<file path="config.mk">
export PLATFORM = sky130hd
export DESIGN_NAME = ped_crossing_ctrl
export DESIGN_NICKNAME = d
export VERILOG_FILES = /design/src/rtl/ped_crossing_ctrl.sv
export SDC_FILE = /design/constraint.sdc
export NUM_CORES = 1
export LEC_CHECK = 0
export CAP_MARGIN = 10
export CORE_MARGIN = 8
export CORE_UTILIZATION = 30
export DETAILED_ROUTE_END_ITERATION = 10
export PLACE_DENSITY = 0.5
export SYNTH_ARGS = -nofsm -noshare
export SYNTH_HDL_FRONTEND = slang
export SYNTH_SLANG_ARGS = --single-unit
</file>
<file path="constraint.sdc">
create_clock -name clk -period 2.13 [get_ports clk]
set_input_delay 0.213 -clock clk [delete_from_list [all_inputs] [get_ports clk]]
set_output_delay 0.213 -clock clk [all_outputs]
set_load 0.05 [all_outputs]
</file>
<file path="src/rtl/ped_crossing_ctrl.sv">
// Pedestrian-crossing controller fed by traffic_lights: grants walk only on plain red, with a sticky illegal-light fault.
// Optional macro PED_COUNTDOWN_EN adds a countdown output showing remaining walk/flash cycles.
module ped_crossing_ctrl #(
  parameter int WALK_CYCLES  = 8,
  parameter int FLASH_CYCLES = 6,
  parameter int FLASH_HALF   = 1,
  parameter int CNT_W        = 8
) (
  input  logic             clk,
  input  logic             rst_n,
  input  logic             red,
  input  logic             amber,
  input  logic             green,
  input  logic             button,
  output logic             walk,
  output logic             dont_walk,
  output logic             wait_lamp,
`ifdef PED_COUNTDOWN_EN
  output logic [CNT_W-1:0] countdown,
`endif
  output logic             fault
);

  typedef enum logic [1:0] {
    IDLE  = 2'd0,
    WALK  = 2'd1,
    FLASH = 2'd2,
    CLEAR = 2'd3
  } state_t;

  localparam logic [CNT_W-1:0] WALK_LOAD  = CNT_W'(WALK_CYCLES);
  localparam logic [CNT_W-1:0] FLASH_LOAD = CNT_W'(FLASH_CYCLES);
  localparam logic [CNT_W-1:0] HALF_LAST  = CNT_W'(FLASH_HALF - 1);
  localparam logic [CNT_W-1:0] CNT_ONE    = CNT_W'(1);

  state_t           state_reg, state_next;
  logic [CNT_W-1:0] cnt_reg, cnt_next;
  logic [CNT_W-1:0] half_reg, half_next;
  logic             pending_reg, pending_next;
  logic             walk_reg, walk_next;
  logic             dont_walk_reg, dont_walk_next;
  logic             fault_reg, fault_next;

  logic [2:0] code;
  logic       code_legal;
  logic       plain_red;
  logic       request;
  logic       abort;

  assign code       = {red, amber, green};
  assign code_legal = (code == 3'b100) || (code == 3'b110) ||
                      (code == 3'b001) || (code == 3'b010);
  assign plain_red  = (code == 3'b100);
  // A press on the granting edge counts as a request on that same edge.
  assign request    = pending_reg | button;

  always_comb begin
    fault_next     = fault_reg | ~code_legal;
    abort          = ~plain_red | fault_next;
    state_next     = state_reg;
    cnt_next       = cnt_reg;
    half_next      = half_reg;
    pending_next   = request;
    walk_next      = 1'b0;
    dont_walk_next = 1'b1;

    case (state_reg)
      IDLE: begin
        if (request && plain_red && !fault_next) begin
          state_next     = WALK;
          cnt_next       = WALK_LOAD;
          pending_next   = 1'b0;
          walk_next      = 1'b1;
          dont_walk_next = 1'b0;
        end
      end

      WALK: begin
        if (abort) begin
          state_next = CLEAR;
          cnt_next   = '0;
        end else if (cnt_reg == CNT_ONE) begin
          // Flash always opens in its dark phase.
          state_next     = FLASH;
          cnt_next       = FLASH_LOAD;
          half_next      = '0;
          dont_walk_next = 1'b0;
        end else begin
          cnt_next       = cnt_reg - CNT_ONE;
          walk_next      = 1'b1;
          dont_walk_next = 1'b0;
        end
      end

      FLASH: begin
        if (abort || (cnt_reg == CNT_ONE)) begin
          state_next = CLEAR;
          cnt_next   = '0;
          half_next  = '0;
        end else begin
          cnt_next       = cnt_reg - CNT_ONE;
          dont_walk_next = 1'b0;
          if (half_reg == HALF_LAST) begin
            half_next = '0;
            walk_next = ~walk_reg;
          end else begin
            half_next = half_reg + CNT_ONE;
            walk_next = walk_reg;
          end
        end
      end

      CLEAR: begin
        state_next = IDLE;
      end

      default: begin
        state_next = IDLE;
        cnt_next   = '0;
        half_next  = '0;
      end
    endcase
  end

  always_ff @(posedge clk or negedge rst_n) begin
    if (!rst_n) begin
      state_reg     <= IDLE;
      cnt_reg       <= '0;
      half_reg      <= '0;
      pending_reg   <= 1'b0;
      walk_reg      <= 1'b0;
      dont_walk_reg <= 1'b1;
      fault_reg     <= 1'b0;
    end else begin
      state_reg     <= state_next;
      cnt_reg       <= cnt_next;
      half_reg      <= half_next;
      pending_reg   <= pending_next;
      walk_reg      <= walk_next;
      dont_walk_reg <= dont_walk_next;
      fault_reg     <= fault_next;
    end
  end

  assign walk      = walk_reg;
  assign dont_walk = dont_walk_reg;
  assign wait_lamp = pending_reg;
  assign fault     = fault_reg;

`ifdef PED_COUNTDOWN_EN
  // The phase counter already holds the remaining cycles and is zero outside WALK/FLASH.
  assign countdown = cnt_reg;
`endif

endmodule

</file>
==> reports/metrics.yaml, run 1 <==
synth_edf_count: 0
num_vias: 1338
crit_family: "simple AND/OR/NAND/NOR gates"
dp.cells: 246
antenna_found_initial: 0
grt_pass1_vias: 1305
tightest_slew_ns: 0.505
fin_crit_sh_pct: 96.3
r2r-start: "cnt_reg[1]"
initial_core_util_pct: 31.4
die_w_um: 86.8
fillCellCount: 491
synth.distinct_cells: 47
detail_route.wl_per_cell_um: 14.6
crit_buf_inv: 1
finalNonFillerCells: 250
cts_setup_buffers: 0
row_count: 25
cts_made_buffers: 3
fmax_mhz: 488
crit_slowest_cell: "or4b_2"
yosysTopAreaCellShare_pct: 34.9
maxCapViolCount: 0
ys_ff_latch: 22
grt_max_degree: 23
syn_to_final_growth_pct: 22.7
clockBufferDepth: 2
endpoint_kind: "register"
cp_data_required_time_ns: 2.27
p_leak_nw: 0.719
h-tree-depth: 1
antenna_cells: 0
fin_tns_setup_ns: 0
rr_worst_depth: 6
fin_util_pct: 38.6
core_um2: 4790
ant_nets: 0
synthTopCellsByArea: "dfrtp_1 35%, ha_1 7.5%, o21ai_0 4.3%"
postPlaceCellArea_um2: 1770
peakVddDrop_mv: 0.363
setup_violations: 0
totalWireLength_um: 3640
power.density_nw_per_um2: 979
hold_buffers: 0
r2r-end: "walk"
worstSkewPairLatency_ns: 0.27
status: "finished clean"
start_kind: "register"
final_cell_area_um2: 1850
cp_slowest_stage_delay_ns: 0.66
synth.most_common_cell: "dfrtp_1"
root_buffer: "clkbuf_8"
overflow: 0
max_slew_margin_pct: 66.3
hold_viol: 0
r2r_slack_ns: 0.08
drc: 0
hpwl_um: 2740
skew_ns: 0.0120
dr.pass1.iters: 4
dieArea_um2: 7540
gp_congestion: 0.802
syn-num-nets: 174
cts.sinks: 22
async_flop_share_pct: 100
synth.avg_cell_area_um2: 9.46
report.final.slew_viol_count: 0
synthCells: 159
hp-class: "in2async"
synth_top_area_cell: "dfrtp_1"
holdWs_ns: 0.281
die_h_um: 86.8
track_usage_pct: 10.3
layout-drive-gt1-share_pct: 20.2
grt_pass1_wl_um: 6250
tritoncts: "done"
ios: 10
drtIter0Drc: 45
yosysWarnings: 0
cp_cell_sequence: "inv_1 -> ha_1 -> or4b_2 -> o22ai_2 -> a211oi_1 -> mux2_1"
fin_nets: 199
min_period_ns: 2.05
worst-setup-path-type: "reg2reg"
critPathMaxFanout: 3
synth_flop_cell: "dfrtp_1"
portBuffers: 9
synth_commonest_cells: "21 x dfrtp_1, 14 x inv_1, 14 x nand2_1"
critPathArrivalTime_ns: 2.20
path_clk_slew_ns: 0.09
netlist_area_um2: 1500
avgViaCountPerCell: 5.35
synth-seq-area-share_pct: 36.7
worst max path at each step:
stage,from,to,slack (ns),depth (start not counted)
floorplan,fault,state_reg[1],0.07,5
global placement,green,state_reg[1],0.01,6
detailed placement,green,state_reg[1],-0.003,6
CTS,cnt_reg[1],walk,0.06,6
global route,cnt_reg[1],walk,-0.003,6
finish,cnt_reg[1],walk,0.08,6
layer usage:
metal / wire length, um / GRT usage, %
met5: 0 / 0
met4: 81 / 4.38
met3: 115 / 1.80
met2: 1630 / 15.8
met1: 1820 / 13.8
where the power goes:
| group | total [mW] | internal, mW | switching [mW] |
|---|---|---|---|
| registers | 0.538 | 0.474 | 0.0631 |
| clock network | 0.397 | 0.251 | 0.146 |
| logic | 0.872 | 0.377 | 0.495 |
area by class of cell:
class | instances | area, um^2 | area share, %
multi-input cells | 118 | 876 | 47.5
flip-flops and latches | 22 | 552 | 29.9
repair buffers | 25 | 210 | 11.4
well taps | 67 | 83.8 | 4.54
inverters | 14 | 52.6 | 2.85
clock buffers | 3 | 41.3 | 2.24
clock inverters | 1 | 30.0 | 1.63
placed cells by master (no fill, tap or decap), drive strengths merged:
cell	Yosys	layout
o211ai	1	1
a21oi	4	4
a31o	1	1
o22ai	5	5
dfstp	1	1
nor4b	3	3
nand2b	2	2
nor2	6	6
dfrtp	21	21
a41oi	4	4
buf	3	16
o21ai	16	16
or3b	1	1
inv	14	14
a21boi	1	1
a22o	1	1
a211oi	6	6
or3	2	2
ha	9	9
a2bb2oi	1	1
o21a	1	1
nor2b	2	2
bufinv	0	1
o2111ai	2	2
a211o	1	1
nor4	3	3
clkbuf	2	3
clkdlybuf4s50	0	9
nor3	8	8
or4b	2	2
nand3	8	8
a32oi	4	4
o41ai	1	1
nand4	3	3
nand2	14	14
mux2i	3	3
mux2	2	2
o31ai	1	1
cells by family (layout without fill, tap and decap cells):
group	Yosys count	count (layout)	share of synthesized area, %
and+or+nand+nor	54	54	22.5
AOI/OAI and AO/OA	50	50	24.4
DFF	22	22	36.7
buffers and inverters	19	43	5.49
adders and majority gates	9	9	7.49
muxes	5	5	3.49
through the flow:
stage	setup slack [ns]	power (mW)
2_1_floorplan	0.0651	1.16
3_3_place_gp	0.0139	1.40
3_5_place_dp	-0.00267	1.41
4_1_cts	0.0581	1.82
5_1_grt	-0.00264	1.95
6_report	0.0794	1.81
timing repair:
action,in CTS,in global routing
hold endpoints to repair,0,0
setup endpoints to repair,0,1
resized for setup,0,1
Note: power is estimated with default switching activity, not from simulation.
==> run 2: changes to the inputs <==
--- a/config.mk
+++ b/config.mk
@@ -7,9 +7,10 @@
 export LEC_CHECK = 0
 export CAP_MARGIN = 10
 export CORE_MARGIN = 8
-export CORE_UTILIZATION = 30
+export CORE_UTILIZATION = 35
 export DETAILED_ROUTE_END_ITERATION = 10
-export PLACE_DENSITY = 0.5
+export PLACE_DENSITY = 0.56
 export SYNTH_ARGS = -nofsm -noshare
 export SYNTH_HDL_FRONTEND = slang
 export SYNTH_SLANG_ARGS = --single-unit
+export TNS_END_PERCENT = 20
==> run 2 against run 1 <==
  * Count of clock-buffer cells in the layout rose by 1
  * Hold slack better by 0.026 ns
  * Design area is 0.88% lower
  * Critical endpoint is now state_reg[1]
  * Critical path depth unchanged
  * Worst setup slack improved by 0.10 ns
  * Sequential power barely moved
  * Register-to-register slack better by 0.10 ns
  * Non-clock buffer count up 2
  * Fmax is 5.1% higher
  * Largest power group unchanged
  * Largest cell class unchanged
==> reports/metrics.yaml, run 2 (synthesis gave the netlist of run 1 again) <==
final_cell_mix: "21 x dfrtp_1, 18 x buf_4, 14 x inv_1, 14 x nand2_1, 13 x o21ai_0"
overflow: 0  # unchanged
r2r-end: "state_reg[1]"
comb_power_share_pct: 51.5  # +3.2 points
rsz0062_at_grt: "false"
hpwl_um: 2650  # -3.3%
dieArea_um2: 6650  # -12%
row_count: 24  # -4.0%
r2r-start: "state_reg[1]"
root_buffer: "clkbuf_8"
h-tree-depth: 1  # unchanged
setup_violations: 0  # unchanged
clockPowerShare_pct: 17.7  # -4.3 points
fin_nets: 201  # +1.0%
portBuffers: 9  # unchanged
fin_crit_sh_pct: 91.6  # -4.7 points
peakVddDrop_mv: 0.731  # +100%
p_int_mw: 1.04  # -5.7%
hold_viol: 0  # unchanged
final_cell_area_um2: 1830  # -0.88%
num_vias: 1345  # +0.52%
die_w_um: 81.6  # -6.1%
postPlaceCellArea_um2: 1760  # -0.21%
post-place-ws_ns: -0.0453  # -0.0427 ns
fin_util_pct: 43.2  # +4.6 points
core_um2: 4230  # -12%
critPathMaxFanout: 12  # +9
cts_made_buffers: 3  # unchanged
grt_pass1_wl_um: 6200  # -0.77%
drc: 0  # unchanged
cp_cell_sequence: "inv_1 -> ha_1 -> nor2_1 -> a211o_1 -> nand2_1 -> mux2_1"
switchingPower_mw: 0.711  # +0.99%
p_leak_nw: 0.721  # +0.40%
critPathArrivalTime_ns: 2.11  # -0.09 ns
min_period_ns: 1.95  # -0.100 ns
fmax_mhz: 513  # +5.1%
hp-class: "in2async"
cp_slowest_stage_delay_ns: 0.43  # -0.23 ns
worstSkewPairLatency_ns: 0.27  # about the same
avgViaCountPerCell: 5.68  # +6.0%
initial_core_util_pct: 35.5  # +4.1 points
maxCapViolCount: 0  # unchanged
p_seq_share_pct: 30.8  # +1.1 points
drtIter0Drc: 43  # -4.4%
max_slew_margin_pct: 66.7  # +0.41 points
grt_pass1_vias: 1358  # +4.1%
hold_buffers: 0  # unchanged
switching_share_pct: 40.6  # +1.6 points
die_h_um: 81.6  # -6.1%
dp.cells: 233  # -5.3%
finalNonFillerCells: 237  # -5.2%
crit_slowest_cell: "dfrtp_1"
power.density_nw_per_um2: 958  # -2.2%
holdWs_ns: 0.307  # +0.0260 ns
start_kind: "register"
path_clk_slew_ns: 0.08  # about the same
detail_route.wl_per_cell_um: 14.8  # +1.9%
endpoint_kind: "register"
rr_worst_depth: 6  # unchanged
totalWireLength_um: 3520  # -3.4%
report.final.slew_viol_count: 0  # unchanged
antenna_found_initial: 0  # unchanged
layout_setup_ws_ns: 0.180  # +0.100 ns
syn_to_final_growth_pct: 21.6
track_usage_pct: 11.6  # +1.3 points
status: "finished clean"
dr.pass1.iters: 4  # unchanged
layout-drive-gt1-share_pct: 21.1  # +0.86 points
ant_nets: 0  # unchanged
worst-setup-path-type: "reg2reg"
r2r_slack_ns: 0.18  # +0.10 ns
ios: 10  # unchanged
gp_congestion: 0.792  # -1.3%
cp_data_required_time_ns: 2.29  # +0.02 ns
grt_max_degree: 23  # unchanged
antenna_cells: 0  # unchanged
clockBufferDepth: 2  # unchanged
final_common_cell: "dfrtp_1"
tightest_slew_ns: 0.498  # -0.00619 ns
tritoncts: "done"
skew_ns: 0.00176  # -0.0103 ns
cts.sinks: 22  # unchanged
## run 2: changes by cell type in the layout (fill, tap and decap cells not counted)
cell,delta
buf_4,+2
bufinv_16,-1
clkbuf_8,+1
or4b_2,-1
or4b_4,+1
## run 2: worst max-delay path by stage
stage / end / cells after the start / from
2_1_floorplan: state_reg[1] / 5 / fault
4_1_cts: walk / 6 / cnt_reg[1]
6_report: state_reg[1] / 6 / state_reg[1]
5_1_grt: state_reg[1] / 6 / state_reg[1]
3_5_place_dp: state_reg[1] / 5 / green
3_3_place_gp: state_reg[1] / 5 / green
## run 2: power by group through the flow
stage          Clock, mW  Sequential, mW  Combinational [mW]
2_1_floorplan          0           0.564               0.594
3_3_place_gp           0           0.544               0.880
3_5_place_dp           0           0.545               0.895
4_1_cts            0.320           0.538               0.895
5_1_grt            0.338           0.549                1.02
6_report           0.310           0.539               0.902
## run 2: final cells by class
type | count | area, um^2
multi-input cells | 118 | 880
clock buffers | 4 | 55.1
repair buffers | 27 | 225
flip-flops and latches | 22 | 552
fillers | 416 | 2400
well taps | 52 | 65.1
inverters | 14 | 52.6
## run 2: metal layers
metal / vias to the layer above / routed length (um) / GRT usage, %
met5: - / 0 / 0
met4: 0 / 56 / 4.11
met3: 6 / 116 / 2.74
met2: 18 / 1750 / 19.6
met1: 667 / 1600 / 14.1
li1: 654 / - / -
## run 2: worst max-delay path, delay by kind of cell, from the launching register on
kind	cells	cell delay, ns
buf+inv	1	0.12
simple gates	2	0.21
fa+ha+maj	1	0.42
compound gates	1	0.33
mux	1	0.32
flops	1	0.43
## run 2: per-stage QoR
stage	power [mW]	setup TNS, ns
after floorplan	1.16	0
after global placement	1.42	-0.00641
after detailed placement	1.44	-0.248
after CTS	1.75	0
after global routing	1.91	0
final	1.75	0
## run 2: repair_timing
item                       4_1_cts  5_1_grt
gates resized for setup          0        2
setup buffers                    0        0
hold endpoints to repair         0        0
setup endpoints to repair        0        1
==> run 3: changes to the inputs <==
--- a/config.mk
+++ b/config.mk
@@ -9,6 +9,7 @@
 export CORE_MARGIN = 8
 export CORE_UTILIZATION = 35
 export DETAILED_ROUTE_END_ITERATION = 10
+export GPL_ROUTABILITY_DRIVEN = 0
 export PLACE_DENSITY = 0.56
 export SYNTH_ARGS = -nofsm -noshare
 export SYNTH_HDL_FRONTEND = slang
==> results of run 3 <==
The final DEF is identical to that of run 2; final timing and power are the same.
